`src/rtl/capture_pkg.sv`:
```
// Shared constants and state encoding for the ADC capture path.
// Also used by the waveform buffer and the UART framing.
package capture_pkg;

    localparam int         CAP_SAMPLE_W = 14;
    localparam int         CAP_DEPTH    = 500;
    localparam int         CAP_ADDR_W   = $clog2(CAP_DEPTH);
    localparam logic [7:0] CAP_HEADER   = 8'hFF;

    typedef enum logic [2:0] {
        ST_IDLE    = 3'd0,
        ST_ARMED   = 3'd1,
        ST_CAPTURE = 3'd2,
        ST_HEADER  = 3'd3,
        ST_FETCH   = 3'd4,
        ST_SEND_HI = 3'd5,
        ST_SEND_LO = 3'd6,
        ST_DONE    = 3'd7
    } cap_state_t;

endpackage

```
`src/rtl/capture_sequencer_if.sv`:
```
// Buffer read port and UART TX byte stream seen by capture_sequencer.
// master = sequencer side, slave = buffer/UART side.
interface capture_sequencer_if
    import capture_pkg::*;
#(
    parameter int SAMPLE_W = CAP_SAMPLE_W,
    parameter int ADDR_W   = CAP_ADDR_W
);

    logic [7:0]          tx_data;
    logic                tx_valid;
    logic                tx_ready;
    logic [ADDR_W-1:0]   rd_addr;
    logic [SAMPLE_W-1:0] rd_data;

    modport master (
        output tx_data, tx_valid, rd_addr,
        input  tx_ready, rd_data
    );

    modport slave (
        input  tx_data, tx_valid, rd_addr,
        output tx_ready, rd_data
    );

endinterface

```
`src/rtl/threshold_detector.sv`:
```
// Rising-edge threshold crossing detector for the ADC sample stream.
// The compare is masked on the first enabled cycle, when prev_sample predates arming.
module threshold_detector
    import capture_pkg::*;
#(
    parameter int SAMPLE_W = CAP_SAMPLE_W
) (
    input  logic                clk,
    input  logic                reset,
    input  logic                enable,
    input  logic [SAMPLE_W-1:0] signal,
    input  logic [SAMPLE_W-1:0] trig_level,
    output logic                crossing
);

    logic [SAMPLE_W-1:0] prev_sample;
    logic                prev_valid;

    always_ff @(posedge clk) begin
        if (reset) begin
            prev_sample <= '0;
            prev_valid  <= 1'b0;
        end else begin
            prev_sample <= signal;
            prev_valid  <= enable;
        end
    end

    assign crossing = enable && prev_valid &&
                      (prev_sample < trig_level) && (signal >= trig_level);

endmodule

```
`src/rtl/capture_sequencer.sv`:
```
// Arms, triggers, waits out a DEPTH-sample capture, then streams the buffer as framed bytes.
// Optional build macro CAPTURE_SEQUENCER_AUTO_REARM_EN: DONE returns to ARMED instead of IDLE.
module capture_sequencer
    import capture_pkg::*;
#(
    parameter int         SAMPLE_W = CAP_SAMPLE_W,
    parameter int         DEPTH    = CAP_DEPTH,
    parameter int         ADDR_W   = CAP_ADDR_W,
    parameter logic [7:0] HEADER   = CAP_HEADER
) (
    input  logic                clk,
    input  logic                reset,
    input  logic                arm,
    input  logic                force_trig,
    input  logic [SAMPLE_W-1:0] signal,
    input  logic [SAMPLE_W-1:0] trig_level,
    output logic                trig_out,
    output logic                armed,
    output logic                busy,
    output logic                done,
    capture_sequencer_if.master bus
);

    localparam logic [2:0] S_IDLE    = 3'(ST_IDLE);
    localparam logic [2:0] S_ARMED   = 3'(ST_ARMED);
    localparam logic [2:0] S_CAPTURE = 3'(ST_CAPTURE);
    localparam logic [2:0] S_HEADER  = 3'(ST_HEADER);
    localparam logic [2:0] S_FETCH   = 3'(ST_FETCH);
    localparam logic [2:0] S_SEND_HI = 3'(ST_SEND_HI);
    localparam logic [2:0] S_SEND_LO = 3'(ST_SEND_LO);
    localparam logic [2:0] S_DONE    = 3'(ST_DONE);

    localparam logic [ADDR_W-1:0] LAST = ADDR_W'(DEPTH - 1);

    logic [2:0]        state;
    logic [2:0]        state_next;
    logic [ADDR_W-1:0] cap_cnt;
    logic [ADDR_W-1:0] idx;
    logic [7:0]        sample_lo;
    logic [15:0]       rd_ext;
    logic              crossing;
    logic              tx_fire;

    assign tx_fire = bus.tx_valid && bus.tx_ready;
    assign rd_ext  = 16'(bus.rd_data);

    threshold_detector #(.SAMPLE_W(SAMPLE_W)) u_detect (
        .clk        (clk),
        .reset      (reset),
        .enable     (state == S_ARMED),
        .signal     (signal),
        .trig_level (trig_level),
        .crossing   (crossing)
    );

    always_comb begin
        state_next = state;
        case (state)
            S_IDLE:    if (arm) state_next = S_ARMED;
            S_ARMED:   if (crossing || force_trig) state_next = S_CAPTURE;
            S_CAPTURE: if (cap_cnt == LAST) state_next = S_HEADER;
            S_HEADER:  if (tx_fire) state_next = S_FETCH;
            S_FETCH:   state_next = S_SEND_HI;
            S_SEND_HI: if (tx_fire) state_next = S_SEND_LO;
            S_SEND_LO: if (tx_fire) state_next = (idx == LAST) ? S_DONE : S_FETCH;
`ifdef CAPTURE_SEQUENCER_AUTO_REARM_EN
            S_DONE:    state_next = S_ARMED;
`else
            S_DONE:    state_next = S_IDLE;
`endif
            default:   state_next = S_IDLE;
        endcase
    end

    // Status outputs are registered from state_next so they line up with the new state.
    // rd_addr runs one cycle ahead of FETCH so rd_data is already valid when FETCH latches it.
    always_ff @(posedge clk) begin
        if (reset) begin
            state        <= S_IDLE;
            trig_out     <= 1'b0;
            armed        <= 1'b0;
            busy         <= 1'b0;
            done         <= 1'b0;
            cap_cnt      <= '0;
            idx          <= '0;
            sample_lo    <= '0;
            bus.tx_valid <= 1'b0;
            bus.tx_data  <= '0;
            bus.rd_addr  <= '0;
        end else begin
            state        <= state_next;
            trig_out     <= (state == S_ARMED) && (state_next == S_CAPTURE);
            armed        <= (state_next == S_ARMED);
            busy         <= state_next inside {S_CAPTURE, S_HEADER, S_FETCH, S_SEND_HI, S_SEND_LO};
            done         <= (state_next == S_DONE);
            bus.tx_valid <= state_next inside {S_HEADER, S_SEND_HI, S_SEND_LO};

            case (state)
                S_ARMED: cap_cnt <= '0;
                S_CAPTURE: begin
                    if (cap_cnt != LAST) cap_cnt <= cap_cnt + ADDR_W'(1);
                    if (state_next == S_HEADER) begin
                        bus.tx_data <= HEADER;
                        bus.rd_addr <= '0;
                    end
                end
                S_HEADER: if (tx_fire) idx <= '0;
                S_FETCH: begin
                    sample_lo   <= rd_ext[7:0];
                    bus.tx_data <= rd_ext[15:8];
                end
                S_SEND_HI: if (tx_fire) begin
                    bus.tx_data <= sample_lo;
                    if (idx != LAST) bus.rd_addr <= idx + ADDR_W'(1);
                end
                S_SEND_LO: if (tx_fire && idx != LAST) idx <= idx + ADDR_W'(1);
                default: ;
            endcase
        end
    end

endmodule

```
`src/flat_wrapper.sv`:
```
// flat-port wrapper written by rule: the top's interface ports become plain ports
module capture_sequencer_flat import capture_pkg::*;
#(
    parameter int         SAMPLE_W = CAP_SAMPLE_W,
    parameter int         DEPTH    = CAP_DEPTH,
    parameter int         ADDR_W   = CAP_ADDR_W,
    parameter logic [7:0] HEADER   = CAP_HEADER
)
  (clk, reset, arm, force_trig, signal, trig_level, trig_out, armed, busy, done, bus_tx_data, bus_tx_valid, bus_rd_addr, bus_tx_ready, bus_rd_data);
  capture_sequencer_if #(.SAMPLE_W(SAMPLE_W), .ADDR_W(ADDR_W)) bus_i ();
  input  logic clk;
  input  logic reset;
  input  logic arm;
  input  logic force_trig;
  input  logic [SAMPLE_W-1:0] signal;
  input  logic [SAMPLE_W-1:0] trig_level;
  output logic trig_out;
  output logic armed;
  output logic busy;
  output logic done;
  output wire logic [$bits(bus_i.tx_data)-1:0] bus_tx_data;
  output wire logic [$bits(bus_i.tx_valid)-1:0] bus_tx_valid;
  output wire logic [$bits(bus_i.rd_addr)-1:0] bus_rd_addr;
  input wire logic [$bits(bus_i.tx_ready)-1:0] bus_tx_ready;
  input wire logic [$bits(bus_i.rd_data)-1:0] bus_rd_data;
  assign bus_tx_data = bus_i.tx_data;
  assign bus_tx_valid = bus_i.tx_valid;
  assign bus_rd_addr = bus_i.rd_addr;
  assign bus_i.tx_ready = bus_tx_ready;
  assign bus_i.rd_data = bus_rd_data;
  capture_sequencer #(.SAMPLE_W(SAMPLE_W), .DEPTH(DEPTH), .ADDR_W(ADDR_W), .HEADER(HEADER)) u_core (.clk(clk), .reset(reset), .arm(arm), .force_trig(force_trig), .signal(signal), .trig_level(trig_level), .trig_out(trig_out), .armed(armed), .busy(busy), .done(done), .bus(bus_i));
endmodule
```
`config.mk`:
```
export PLATFORM = sky130hd
export DESIGN_NAME = capture_sequencer_flat
export DESIGN_NICKNAME = d
export VERILOG_FILES = /design/src/rtl/capture_pkg.sv /design/src/rtl/capture_sequencer_if.sv /design/src/rtl/threshold_detector.sv /design/src/rtl/capture_sequencer.sv /design/src/flat_wrapper.sv
export SDC_FILE = /design/constraint.sdc
export NUM_CORES = 1
export LEC_CHECK = 0
export ABC_AREA = 0
export CAP_MARGIN = 5
export CORE_UTILIZATION = 52
export DETAILED_ROUTE_END_ITERATION = 7
export PLACE_DENSITY = 0.81
export SLEW_MARGIN = 20
export SYNTH_ARGS = -nofsm -noshare
export SYNTH_HDL_FRONTEND = slang
export SYNTH_HIERARCHICAL = 1
export SYNTH_SLANG_ARGS = --single-unit
```
`constraint.sdc`:
```
create_clock -name clk -period 4 [get_ports clk]
set_clock_uncertainty 0.05 [all_clocks]
set_input_delay 0.8 -clock clk [delete_from_list [all_inputs] [get_ports clk]]
set_output_delay 0.8 -clock clk [all_outputs]
set_load 0.1 [all_outputs]
```
Word-level counts from Yosys, hierarchy flattened
Cells that the tools add are included.

Add/subtract/negate cells: 2. $mul: 0. Divide/modulo/power cells: 0. Magnitude comparators: 2. Equal/unequal tests: 24. Shift-type cells: 0. Muxes and demuxes: 20. Bitwise logic cells: 0. Reduce and logical (&&, ||, !) cells: 18.

Operator list (number): two-way mux 9 bit (6); one-hot mux 9 bit (2 select lines) (3); == test 3 bit, second input constant (8); one-hot mux 3 bit (8 select lines) (1); one-hot mux 8 bit (3 select lines) (1); adder 9 x 1 -> 9 bit, second input constant (2); == test 9 bit, second input constant (2); two-way mux 3 bit (6); != test 9 bit, second input constant (2); two-way mux 8 bit (2); greater-or-equal comparator 14 bit (1); < comparator 14 bit (1); == test 3 x 2 -> 1 bit, second input constant (4); != test 2 x 1 -> 1 bit, second input constant (6); == test 3 x 1 -> 1 bit, second input constant (2); logical AND 1 bit (6); AND reduction 3 bit (2); nonzero test 2 bit (3); nonzero test 3 bit (2); nonzero test 5 bit (1); AND reduction 4 bit (1); logical NOT 3 bit (1); two-way mux 2 bit (1); AND reduction 2 bit (1); logical OR 1 bit (1).

Register bits: 66. Latch bits: 0. Memory bits (writable): 0. Memory bits (read-only): 0. Input bits: 47. Output and inout port bits: 22. Word-level logic and storage cells: 79. Memories kept: 0.

Longest topological paths before layout
Gate-level depths: netlist of the first run.

Depth after elaboration: 10. Mapped depth: 10.

Hierarchy
The synthesis of the first run kept the hierarchy.

Modules (own cells, without submodules): capture_sequencer (times used 1, cells each 273, area an instance 2396.0 µm²); threshold_detector (times used 1, cells each 114, area an instance 1044.8 µm²).

Worst setup path before layout of the first run
OpenSTA, ideal clock, no wires.

Path kind: input-to-reg. From: in trig_level[13]. To: reg u_core.idx[8]. Arrival: 2.947 ns. Data required time: 3.810 ns. Setup slack: 0.863 ns. Stages on the path: 10. Buffers on the path: 0. Cell sequence: inv_1 > ha_1 > and4_4 > a221oi_2 > o221ai_2 > a221oi_2 > o32ai_1 > a2111o_1 > a211oi_4 > o32ai_1.

RTL lines: start: declaration (line flat_wrapper.sv:16) `input logic [SAMPLE_W-1:0] trig_level;`; end signal: assignment (line capture_sequencer.sv:116) `S_SEND_LO: if (tx_fire && idx != LAST) idx <= idx + ADDR_W'(1);`; end: declaration (line capture_sequencer.sv:38) `logic [ADDR_W-1:0] idx;`.

==> run summary, run 1 <==
Yosys mapped a number of flops with a built-in enable equal to 0. The design draws 1518 uW. Synthesis produced a netlist whose cell count is 387.

The worst slew margin relative to its limit is 33.14%. The tree is rooted in a sky130_fd_sc_hd__clkbuf_8. The most used flip-flop cell after synthesis is sky130_fd_sc_hd__dfxtp_1. The run gives 2 as the largest buffer count on any clock path. The run gives 46 as the maximum number of pins on one net before global-route repair. Summed over all instances, the cell type with the most area after synthesis is sky130_fd_sc_hd__dfxtp_1.

Once the clock tree was built, the resizer swapped 0 gates to a different size. The flow ran to the end, and the final reports show no timing, DRC or antenna violations. Before antenna repair, the detailed router went through 6 iterations.

Averaged over all synthesized cells, the footprint is 8.891 um2. Adding up every negative setup slack in the final design gives 0 ns. Clock-pin slew was measured on the worst setup and hold paths at 0.07 ns. For this run the aggregate overflow at the end of global routing stands at 0. Detailed placement ended at an HPWL of 5443 um. TritonCTS built the clock tree. Compared with the post-synthesis result, the final layout area differs by 27.20%. The initial antenna violation count came out at 0.

The tools report the worst setup timing slack at the placement stage as 0.09249 ns. The worst path arrival time is 3.73 ns. The floorplan die width was 83.35 um; the final max-slew violation count was 0.

The tools report the count of buffers added by post-CTS timing repair for setup as 0. During synthesis, Yosys emitted a total of 6 warnings. Total of endpoints with negative setup slack in the final report: 0.

The worst setup path is captured at a register. The post-synthesis async set-or-reset flop share works out to 0%. Summing the sequential cell areas from Yosys gives 38.40% of the chip area. Across all hold checks on the routed design, the worst slack comes to 0.4137 ns. The synthesized netlist contains 53 unique library cells. Of the cells placed in the final design, the portion with a size suffix greater than 1 is 7.709%.

The tools report the total core area as 0.006386 mm2. The count of buffers from port buffering is 68. Among all cell types in the netlist, the one instantiated most often is sky130_fd_sc_hd__dfxtp_1. Once detail routing completed, the nets flagged for antenna violations numbered 0. The commonest cells after synthesis are 66 x sky130_fd_sc_hd__dfxtp_1, 40 x sky130_fd_sc_hd__nor2_1, 32 x sky130_fd_sc_hd__nand2_1. Counting flops and latches in the post-synthesis netlist gives 66.

The type of the worst setup path is primary input to register. The leakage component of the power is 0.001683 uW. The largest fanout of any net on the critical path was 9.

At the end of the flow, the number of nets in the layout was 525. The DRC violation count after routing came out at 0. The clock net in this run drives a total of 66 sinks. The run gives 515 as the placed instance count. CTS H-tree depth: 3. The power per cell area was 346.9 mW/mm2; the CTS buffer count was 9. The count of non-filler cells in the finished layout is 531, and the post-route clock period utilization is 89.49%.

The required time of the critical path is 4.15 ns, and the maximum vdd ir drop is 293.3 uV. The routed design could run at a clock period as short as 3.579 ns. The path class of the tightest hold or removal check is register to register. The final route contains 2945 vias. The post-synthesis cell area is 0.003441 mm2. The congestion estimate from routability-driven global placement came to 0.8125. The logs give 53.88% for the starting density of the core and 23.27% for the all-layer global routing usage. The fmax is 279.4 MHz. The number of top-level design ports was 69; the number of cell rows was 29.

The number of global-route vias before repair came out at 2883. In the final routed layout, each cell accounts on average for 14.36 um. Across the run, the number of max-cap violations was 0.

Setup repair after global routing left no endpoint under its margin. The post-detailed-route via-to-cell ratio came out at 5.546. Ranked by total cell area, the synthesized netlist is headed by sky130_fd_sc_hd__dfxtp_1 38%, sky130_fd_sc_hd__ha_1 11%, sky130_fd_sc_hd__mux2i_1 4.9%. The die covers 0.006946 mm2. Hold repair after CTS inserted 0 buffers. The transition time at the pin with the least slew margin was 0.9997 ns; the final wirelength was 7624 um. Summed over its instances, the top area cell type makes up 38.40% of the synthesized netlist area. 0 antenna diodes ended up in the layout. The height of the die came out at 83.35 um. Clock latency on the worst-skew pair, taken at its later pin, is 0.34 ns. The net count of the mapped netlist came out at 463. The final-report hold violation count was 0. The worst setup path is launched from a primary input. In the post-route analysis, the smallest setup slack over all paths is 0.4206 ns. The first global-routing pass estimated 13110 um of wire. The detailed router's first-iteration violation count is 146.
==> critical path: stages <==
cell	delay, ns
sky130_fd_sc_hd__clkdlybuf4s50_1	0.46
sky130_fd_sc_hd__inv_1	0.06
sky130_fd_sc_hd__ha_1	0.33
sky130_fd_sc_hd__and4_4	0.21
sky130_fd_sc_hd__a221oi_2	0.23
sky130_fd_sc_hd__o221ai_2	0.13
sky130_fd_sc_hd__a221oi_2	0.23
sky130_fd_sc_hd__o32ai_1	0.14
sky130_fd_sc_hd__a2111o_1	0.50
sky130_fd_sc_hd__a211oi_4	0.46
sky130_fd_sc_hd__a311oi_1	0.18
==> cell families after synthesis <==
logic type / after synthesis / share of synthesized area [%]
and+or+nand+nor: 156 / 23.64
AOI/OAI and AO/OA: 70 / 14.84
DFF: 66 / 38.40
buffers and inverters: 36 / 4.255
adders and majority gates: 29 / 10.55
muxes: 18 / 5.273
xor gates and xnor gates: 12 / 3.055
==> placed cells by master (no fill, tap or decap), drive strengths merged, types with 4 or more instances in the layout <==
master	synthesis	layout
and2	4	4
nor3	5	5
nand3	17	17
nand2b	7	7
xnor2	7	7
ha	29	29
nor2	41	41
inv	16	16
clkdlybuf4s50	0	67
o21ai	7	7
clkinvlp	0	4
nand4	9	9
a21oi	27	27
clkbuf	10	10
buf	10	4
dfxtp	66	66
nand2	32	32
mux2i	17	17
nor2b	19	19
a211oi	4	4
xor2	5	5
and3	4	4
a221oi	10	10
a311oi	4	4
==> flip-flops by register name, summed over array words and instances, names as in the netlist, 3 cells and up <==
signal / cells
u_core/bus.rd_addr: 9
u_core/bus.tx_data: 8
u_core/cap_cnt: 9
u_core/idx: 9
u_core/sample_lo: 8
u_core/state: 3
u_core/u_detect/prev_sample: 14
==> final timing paths <==
kind                            cells after the start             startpoint  slack (ns)                    end
worst min register to register                      2  u_core/bus.rd_addr[2]        0.41  u_core/bus.rd_addr[2]
worst max-delay path                               11         trig_level[13]        0.42          u_core/idx[6]
worst max register to register                      9        u_core/state[2]        0.98          u_core/idx[6]
worst min-delay path                                2  u_core/bus.rd_addr[2]        0.41  u_core/bus.rd_addr[2]
==> routing by layer <==
layer | vias up | global-route usage [%] | routed length, um
met5 | - | 0 | 0
met4 | 0 | 9.091 | 129
met3 | 14 | 5.765 | 406
met2 | 91 | 36.36 | 3417
met1 | 1337 | 30.86 | 3670
li1 | 1503 | - | -
==> through the flow <==
stage | cell area [um2] | util (%)
after floorplan | 3441 | -
after global placement | 4149 | 64.97
after detailed placement | 4149 | 64.97
after CTS | 4377 | 68.53
after global routing | 4377 | 68.53
final | 4377 | 68.53
==> where the power goes <==
part | switching, uW | internal, uW
Sequential | 8.09 | 671
Combinational | 115 | 96.1
Clock | 260 | 367
Total | 384 | 1130
==> layout make-up <==
class / instances / area [um2]
fillers: 500 / 2009
multi-input cells: 285 / 1973
flip-flops and latches: 66 / 1321
repair buffers: 71 / 698.2
clock buffers: 10 / 137.6
well taps: 77 / 96.34
clock inverters: 6 / 90.09
inverters: 16 / 60.06
No activity file was read; power rests on OpenSTA's default activity.
==> run 2: changes to the inputs <==
Clock period 4 ns to 3.49 ns, I/O delays scaled along.
==> run 2 against run 1 <==
  * Setup slack got worse by 0.27 ns
  * Cell area rose by 2.3%
  * Non-clock buffer count rose by 11
  * Sequential share of layout area fell by 0.67 points
  * Power rose by 20%
  * First-iteration DRC count fell by 28%
  * Worst hold slack improved by 0.00070 ns
  * Combinational power rose by 23%
  * Clock power rose by 24%
==> run summary, run 2 (synthesized netlist as in run 1, its figures left out) <==
The detailed-route wire length on metal 1 was 3762 um (+2.5%). The post-route clock period utilization was 95.68%; the final-report hold violation count was 0 (unchanged). The number of inserted diodes is 0 (unchanged).

The total power of the final layout came out at 1819 uW (+20%). Setup repair after global routing left no endpoint under its margin. The post-layout worst setup margin is 0.1508 ns (-0.2698 ns), and the height of the die is 83.35 um (unchanged). The logs give 3 (unchanged) for the CTS H-tree depth and 3.49 ns (-0.24 ns) for the worst path arrival time. TritonCTS built the clock tree.

The cell area after placement was 0.004229 mm2 (+1.9%); the number of nets with antenna violations after routing was 0 (unchanged). The count of nets after finishing was 536 (+2.1%). For the largest buffer count on any clock path, the log shows 2 (unchanged).

The logs give 0 (unchanged) for the final max-slew violation count and -0.1773 ns (-0.2698 ns) for the worst setup timing slack at the placement stage. The number of global-route vias before repair was 2978 (+3.3%); the required time of the critical path was 3.64 ns (-0.51 ns). The maximum vdd ir drop was 311.3 uV (+6.2%). For the count of buffers added by post-CTS timing repair for setup, the log shows 0 (unchanged).

The flow ran to the end, and the final reports show no timing, DRC or antenna violations. Vias after detailed routing: 3023 (+2.6%). The tools report the number of top-level design ports as 69 (unchanged). The run gives 0.4144 ns (+0.0006960 ns) as the worst hold margin. The post-detailed-route via-to-cell ratio is 5.577 (+0.57%). The path with the worst hold slack has its endpoint at u_core/bus.rd_addr[2]. The largest fanout of any net on the critical path works out to 9 (unchanged). The highest routing layer actually used is met4. STA classifies the critical path startpoint as a primary input. For the total of endpoints with negative setup slack in the final report, the log shows 0 (unchanged). The worst slew margin relative to its limit came out at 33.04% (-0.10 points).

The tree is rooted in a sky130_fd_sc_hd__clkbuf_8. Half-perimeter wire length after placement: 5609 um (+3.1%). The average wire per cell in the routed design is 14.65 um (+2.0%), and the starting density of the core is 53.88% (unchanged).

The post-CTS clock slew at the launch and capture registers of the worst setup and hold paths was 0.07 ns (about the same). The run gives 0.63 ns (-0.35 ns) as the reg-to-reg setup timing slack. In the layout the commonest cells are 66 x sky130_fd_sc_hd__clkdlybuf4s50_1, 66 x sky130_fd_sc_hd__dfxtp_1, 40 x sky130_fd_sc_hd__nor2_1, 32 x sky130_fd_sc_hd__nand2_1, 29 x sky130_fd_sc_hd__ha_1.

The worst setup path is captured at a register. Clock insertion delay at the later pin of the skew report: 0.34 ns (about the same). In this run the worst setup path begins at trig_level[12].

The power per cell area was 406.4 mW/mm2 (+17%); the post-cts hold buffer count was 0 (unchanged). The initial antenna violation count was 0 (unchanged); the count of cells along the worst hold path was 2 (unchanged). The tools report the total global routing overflow as 0 (unchanged). The run gives 7939 um (+4.1%) as the final wirelength. The share of cells above drive strength 1 is 10.11% (+2.4 points), and the first-pass GRT wire length is 13540 um (+3.3%). The synthesis-to-finish area growth came out at 30.11%. The floorplan die width works out to 83.35 um (unchanged).

The register ranked first by flip-flop count was u_core/u_detect/prev_sample. The logs give 3707 um (+8.5%) for the met2 wire length and 9 (unchanged) for the CTS buffer count. The number of flip-flops under the largest register name is 14 (unchanged), and the fmax is 299.5 MHz. The logs give 0.001756 uW (+4.3%) for the leakage component of the power and 29 (unchanged) for the number of cell rows. The area enclosed by the die boundary was 0.006946 mm2 (unchanged). In this run the critical register-to-register path is captured at u_core/idx[3]. The worst setup path is of the primary input to register kind. The transition time at the pin with the least slew margin was 1.001 ns (+0.001548 ns); the total of max-cap violations was 0 (unchanged). The DRC violation count after routing is 0 (unchanged). The count of buffers from port buffering is 68 (unchanged). Maximum number of pins on one net before global-route repair: 36 (-22%). The routed design could run at a clock period as short as 3.339 ns. Number of cell instances on the worst register-to-register path: 10 (+1).

The detailed router's first-iteration violation count was 105 (-28%). The first-pass detailed-route iteration total was 4 (-2); the all-layer global routing usage was 24.07% (+0.79 points). In this run the critical register-to-register path is launched from u_core/state[2]. In this run the most critical hold path is launched from u_core/bus.rd_addr[2]. For the number of clock sinks, the log shows 66 (unchanged).

The final non-filler cell area came out at 0.004477 mm2 (+2.3%). In this run the worst hold path is classified as register to register. The run gives 348 um (-14%) as the wire length on met3. The final RePlAce weighted congestion was 0.8434 (+3.8%). The total core area came out at 0.006386 mm2 (unchanged).
run 2: changes by cell type in the layout (fill, tap and decap cells not counted), sizes merged:
cell           change
buf               +12
clkinvlp           -3
clkinv             +2
bufinv             +1
clkdlybuf4s50      -1
run 2: critical path, stage by stage:
cell	delay, ns
sky130_fd_sc_hd__clkdlybuf4s50_1	0.47
sky130_fd_sc_hd__inv_1	0.07
sky130_fd_sc_hd__ha_1	0.32
sky130_fd_sc_hd__and4_4	0.20
sky130_fd_sc_hd__a221oi_2	0.24
sky130_fd_sc_hd__o221ai_2	0.13
sky130_fd_sc_hd__a221oi_2	0.22
sky130_fd_sc_hd__o32ai_1	0.15
sky130_fd_sc_hd__a2111o_1	0.49
sky130_fd_sc_hd__a211oi_4	0.20
sky130_fd_sc_hd__buf_4	0.19
sky130_fd_sc_hd__a311oi_1	0.11
run 2: area by class of cell:
class,instances,area [um2]
inverters,16,60.06
flip-flops and latches,66,1321
fillers,502,1909
clock buffers,10,127.6
clock inverters,6,115.1
repair buffers,82,778.2
multi-input cells,285,1978
well taps,77,96.34
run 2: per-layer routing:
| metal | vias to the layer above | track usage [%] |
|---|---|---|
| met5 | - | 0 |
| met4 | 0 | 10.97 |
| met3 | 9 | 3.579 |
| met2 | 74 | 40.16 |
| met1 | 1417 | 30.65 |
| li1 | 1523 | - |
run 2: stage by stage:
| step | setup TNS, ns | utilization (%) | cells |
|---|---|---|---|
| floorplan | 0 | - | 387 |
| global placement | -1.035 | 66.22 | 526 |
| detailed placement | -1.707 | 66.22 | 526 |
| CTS | 0 | 70.02 | 542 |
| global route | 0 | 70.10 | 542 |
| finish | 0 | 70.10 | 542 |
run 2: where the power goes:
group	switching (uW)	total [uW]	leakage, uW	internal, uW
clock network	304	781	0.000117	477
logic	137	260	0.00110	123
registers	9.43	778	0.000536	769
run 2: worst max-delay path by stage:
| stage | slack, ns | cells past startpoint | endpoint |
|---|---|---|---|
| finish | 0.15 | 12 | u_core/idx[3] |
| global route | 0.04 | 12 | u_core/idx[3] |
| CTS | 0.17 | 12 | u_core/idx[4] |
| detailed placement | -0.18 | 12 | u_core/idx[4] |
| global placement | -0.12 | 12 | u_core/idx[6] |
| floorplan | 0.46 | 10 | u_core/idx[8] |
run 2: timing repair:
item / 4_1_cts / 5_1_grt
hold endpoints to repair: 0 / 0
resized for setup: 0 / 1
setup endpoints to repair: 0 / 1
==> run 3: changes to the inputs <==
Settings changed: CORE_UTILIZATION 52 to 56, PLACE_DENSITY 0.81 to 0.86.
Clock period 3.49 ns to 4 ns, I/O delays scaled along.
==> run 3 against run 2 <==
  * Largest cell class unchanged
  * Highest routed layer unchanged
  * Non-clock buffer count is 12 lower
  * Setup slack gained 0.25 ns
  * Clock power fell by 27%
  * Cell area shrank 3.0%
  * First-iteration DRC count increased by 96%
  * Sequential power shrank 13%
  * Critical path type unchanged
  * Global-route usage rose by 1.4 points
  * Wire length is 1.7% lower
  * Register-to-register slack improved by 0.22 ns
  * Utilization increased by 3.3 points
==> run summary, run 3 (synthesized netlist as in run 1, its figures left out) <==
The run finished with clean final reports. The count of buffers from port buffering was 68 (unchanged); the DRC violation count after routing was 0 (unchanged). The final RePlAce weighted congestion was 0.8423 (-0.13%); the final setup TNS was 0 ns (unchanged).

The time the worst path needs with I/O delays and setup is 3.599 ns, and the share of cells above drive strength 1 is 7.285% (-2.8 points). The run gives 0 (unchanged) as the post-cts hold buffer count. The maximum single-stage delay on the critical path came out at 0.50 ns (about the same). The CTS buffer count is 9 (unchanged).

Dividing the final minimum period by the clock period gives 89.96%. The utilization after layout is 73.37% (+3.3 points). The run gives 0.006462 mm2 (-7.0%) as the area enclosed by the die boundary. The area taken by flip-flops and latches came out at 0.001321 mm2 (unchanged). The tools report the all-layer global routing usage as 25.46% (+1.4 points).

Type of the worst setup path: primary input to register. The post-layout worst setup margin was 0.4015 ns (+0.2507 ns). In this run the worst hold path is classified as register to register. The total power of the final layout came out at 1459 uW (-20%).

The number of cell instances on the worst register-to-register path was 10 (unchanged); the floorplan die width was 80.39 um (-3.6%). Count of nets after finishing: 524 (-2.2%). The logs give 66 (unchanged) for the number of clock sinks and 206 (+96%) for the detailed router's first-iteration violation count.

The tools report the first-pass GRT wire length as 12720 um (-6.1%). Leaving out fill and tap cells, the most frequent cell in the layout is sky130_fd_sc_hd__clkdlybuf4s50_1. The CTS H-tree depth was 3 (unchanged). The end of the worst register-to-register path was u_core/idx[3]. The area taken by multi-input logic gates came out at 0.001973 mm2 (-0.25%). For the starting density of the core, the log shows 58.11% (+4.2 points). Worst slew margin relative to its limit: 26.02% (-7.0 points). The tools report the number of top-level design ports as 69 (unchanged). The logs give 0 (unchanged) for the count of buffers added by post-CTS timing repair for setup and 0 (unchanged) for the final max-slew violation count. The clock insertion delay at the later pin of the skew report is 0.34 ns (about the same).

Setup repair after global routing left no endpoint under its margin. The tools report the launching element type of the critical path as a primary input. The reg-to-reg startpoint is u_core/state[0]. The vias after detailed routing was 3024 (+0.033%).

The critical path's top delay family was compound AO/OA/AOI/OAI gates. The placed instance count was 512 (-2.7%). The tools report the worst min-delay path startpoint as u_core/sample_lo[6].

The worst setup timing slack at the placement stage was 0.09268 ns (+0.2700 ns); the leakage component of the power was 0.001676 uW (-4.5%). The post-CTS clock slew at the launch and capture registers of the worst setup and hold paths is 0.07 ns (about the same). The register ranked first by flip-flop count was u_core/u_detect/prev_sample.

The half-perimeter wire length after placement came out at 5608 um (about the same). Walking the worst path, the cells encountered are clkdlybuf4s50_1, inv_1, ha_1, and4_4, a221oi_2, o221ai_2, a221oi_2, o32ai_1, a2111o_1, a211oi_4, a311oi_1. From synthesis to final layout, the design area changed by 26.25%. The run gives 0 (unchanged) as the total of max-cap violations. The initial antenna violation count was 0 (unchanged); the post-detailed-route via-to-cell ratio was 5.727 (+2.7%). The maximum vdd ir drop was 329.1 uV (+5.7%); the transition time at the pin with the least slew margin was 1.110 ns (+0.1084 ns).

The power per cell area was 335.9 mW/mm2 (-17%); the total core area was 0.005921 mm2 (-7.3%). The run gives 0 (unchanged) as the total of endpoints with negative setup slack in the final report. Total global routing overflow: 0 (unchanged). The maximum number of pins on one net before global-route repair was 65 (+81%); the average wire per cell in the routed design was 14.78 um (+0.88%). The required time of the critical path was 4.12 ns (+0.48 ns); the height of the die was 80.39 um (-3.6%).

For the first-pass detailed-route iteration total, the log shows 5 (+1). Leaving out fill and tap cells, the most frequent cells in the layout are 67 x sky130_fd_sc_hd__clkdlybuf4s50_1, 66 x sky130_fd_sc_hd__dfxtp_1, 40 x sky130_fd_sc_hd__nor2_1, 32 x sky130_fd_sc_hd__nand2_1, 29 x sky130_fd_sc_hd__ha_1. The master cell of the clock root buffer was sky130_fd_sc_hd__clkbuf_8.

The number of inserted diodes came out at 0 (unchanged). The tools report the final wirelength as 7802 um (-1.7%). The run gives 0 (unchanged) as the post-cts resize count.

TritonCTS built the clock tree. The number of global-route vias before repair is 2877 (-3.4%). The logic depth of the worst path, buffers included was 11 (-1). Most prevalent standard cell on the critical path: sky130_fd_sc_hd__a221oi_2.

The count of cells along the worst hold path came out at 2 (unchanged). The count of non-filler cells in the finished layout was 528 (-2.6%); the number of buffer and inverter stages on the critical path was 2 (-1). For this run, the top clock speed supported by timing is 277.9 MHz. The tools report the final-report hold violation count as 0 (unchanged). The logs give 28 (-3.4%) for the number of cell rows and 2 (unchanged) for the largest buffer count on any clock path. The logs give 0.85 ns (+0.22 ns) for the reg-to-reg setup timing slack and 427 (-15%) for the count of fill cells added during filler insertion. The slowest stage of the critical path belongs to the cell sky130_fd_sc_hd__a2111o_1.

The run gives 0 (unchanged) as the number of nets with antenna violations after routing. The path with the worst hold slack has its endpoint at u_core/bus.tx_data[6]. STA classifies the critical path endpoint as a register.

The largest fanout of any net on the critical path is 9 (unchanged). The number of flip-flops under the largest register name is 14 (unchanged). The tools report the worst path arrival time as 3.72 ns (+0.23 ns).
==> run 3: changes by cell type in the layout (fill, tap and decap cells not counted) <==
| cell | before | now |
|---|---|---|
| sky130_fd_sc_hd__a2111oi_1 | 0 | 1 |
| sky130_fd_sc_hd__a2111oi_2 | 1 | 0 |
| sky130_fd_sc_hd__buf_4 | 15 | 2 |
| sky130_fd_sc_hd__bufinv_16 | 3 | 1 |
| sky130_fd_sc_hd__clkbuf_8 | 9 | 11 |
| sky130_fd_sc_hd__clkdlybuf4s50_1 | 66 | 67 |
| sky130_fd_sc_hd__clkinv_2 | 0 | 1 |
| sky130_fd_sc_hd__clkinv_4 | 2 | 0 |
| sky130_fd_sc_hd__clkinvlp_4 | 1 | 2 |
==> run 3: how the worst max path moves through the flow <==
stage | startpoint | slack, ns | to
finish | trig_level[13] | 0.40 | u_core/idx[3]
CTS | trig_level[13] | 0.44 | u_core/idx[3]
floorplan | trig_level[13] | 0.86 | u_core/idx[8]
detailed placement | trig_level[13] | 0.09 | u_core/idx[3]
global route | trig_level[5] | 0.23 | u_core/idx[3]
global placement | trig_level[13] | 0.16 | u_core/idx[3]
==> run 3: worst register-to-register path: cells and delay by family (launching register included) <==
family                 cells  cell delay (ns)
AOI/OAI and AO/OA          7             1.83
and+or+nand+nor            2             0.53
DFF                        1             0.31
buffers and inverters      1             0.26
==> run 3: where the power goes <==
part	switching (uW)	internal [uW]
clock	246	321
combinational	117	95.4
sequential	8.23	671
==> run 3: metrics by stage <==
| step | area (um2) | hold WS (ns) |
|---|---|---|
| 3_3_place_gp | 4139 | 0.4013 |
| 2_1_floorplan | 3441 | 0.3981 |
| 3_5_place_dp | 4139 | 0.4125 |
| 4_1_cts | 4344 | 0.4285 |
| 6_report | 4344 | 0.4269 |
| 5_1_grt | 4344 | 0.4483 |
==> run 3: area by class of cell <==
type | count | share of cell area (%)
multi-input combinational | 285 | 45.42
sequential | 66 | 30.41
timing repair buffer | 70 | 15.90
clock buffer | 12 | 3.571
tap | 75 | 2.160
inverter | 16 | 1.382
clock inverter | 4 | 1.152
==> run 3: layer usage <==
| layer | wire length, um | track usage [%] | up-vias |
|---|---|---|---|
| met5 | 0 | 0 | - |
| met4 | 125 | 8.750 | 0 |
| met3 | 369 | 6.250 | 18 |
| met2 | 3856 | 43.39 | 85 |
| met1 | 3451 | 31.00 | 1420 |
| li1 | - | - | 1501 |
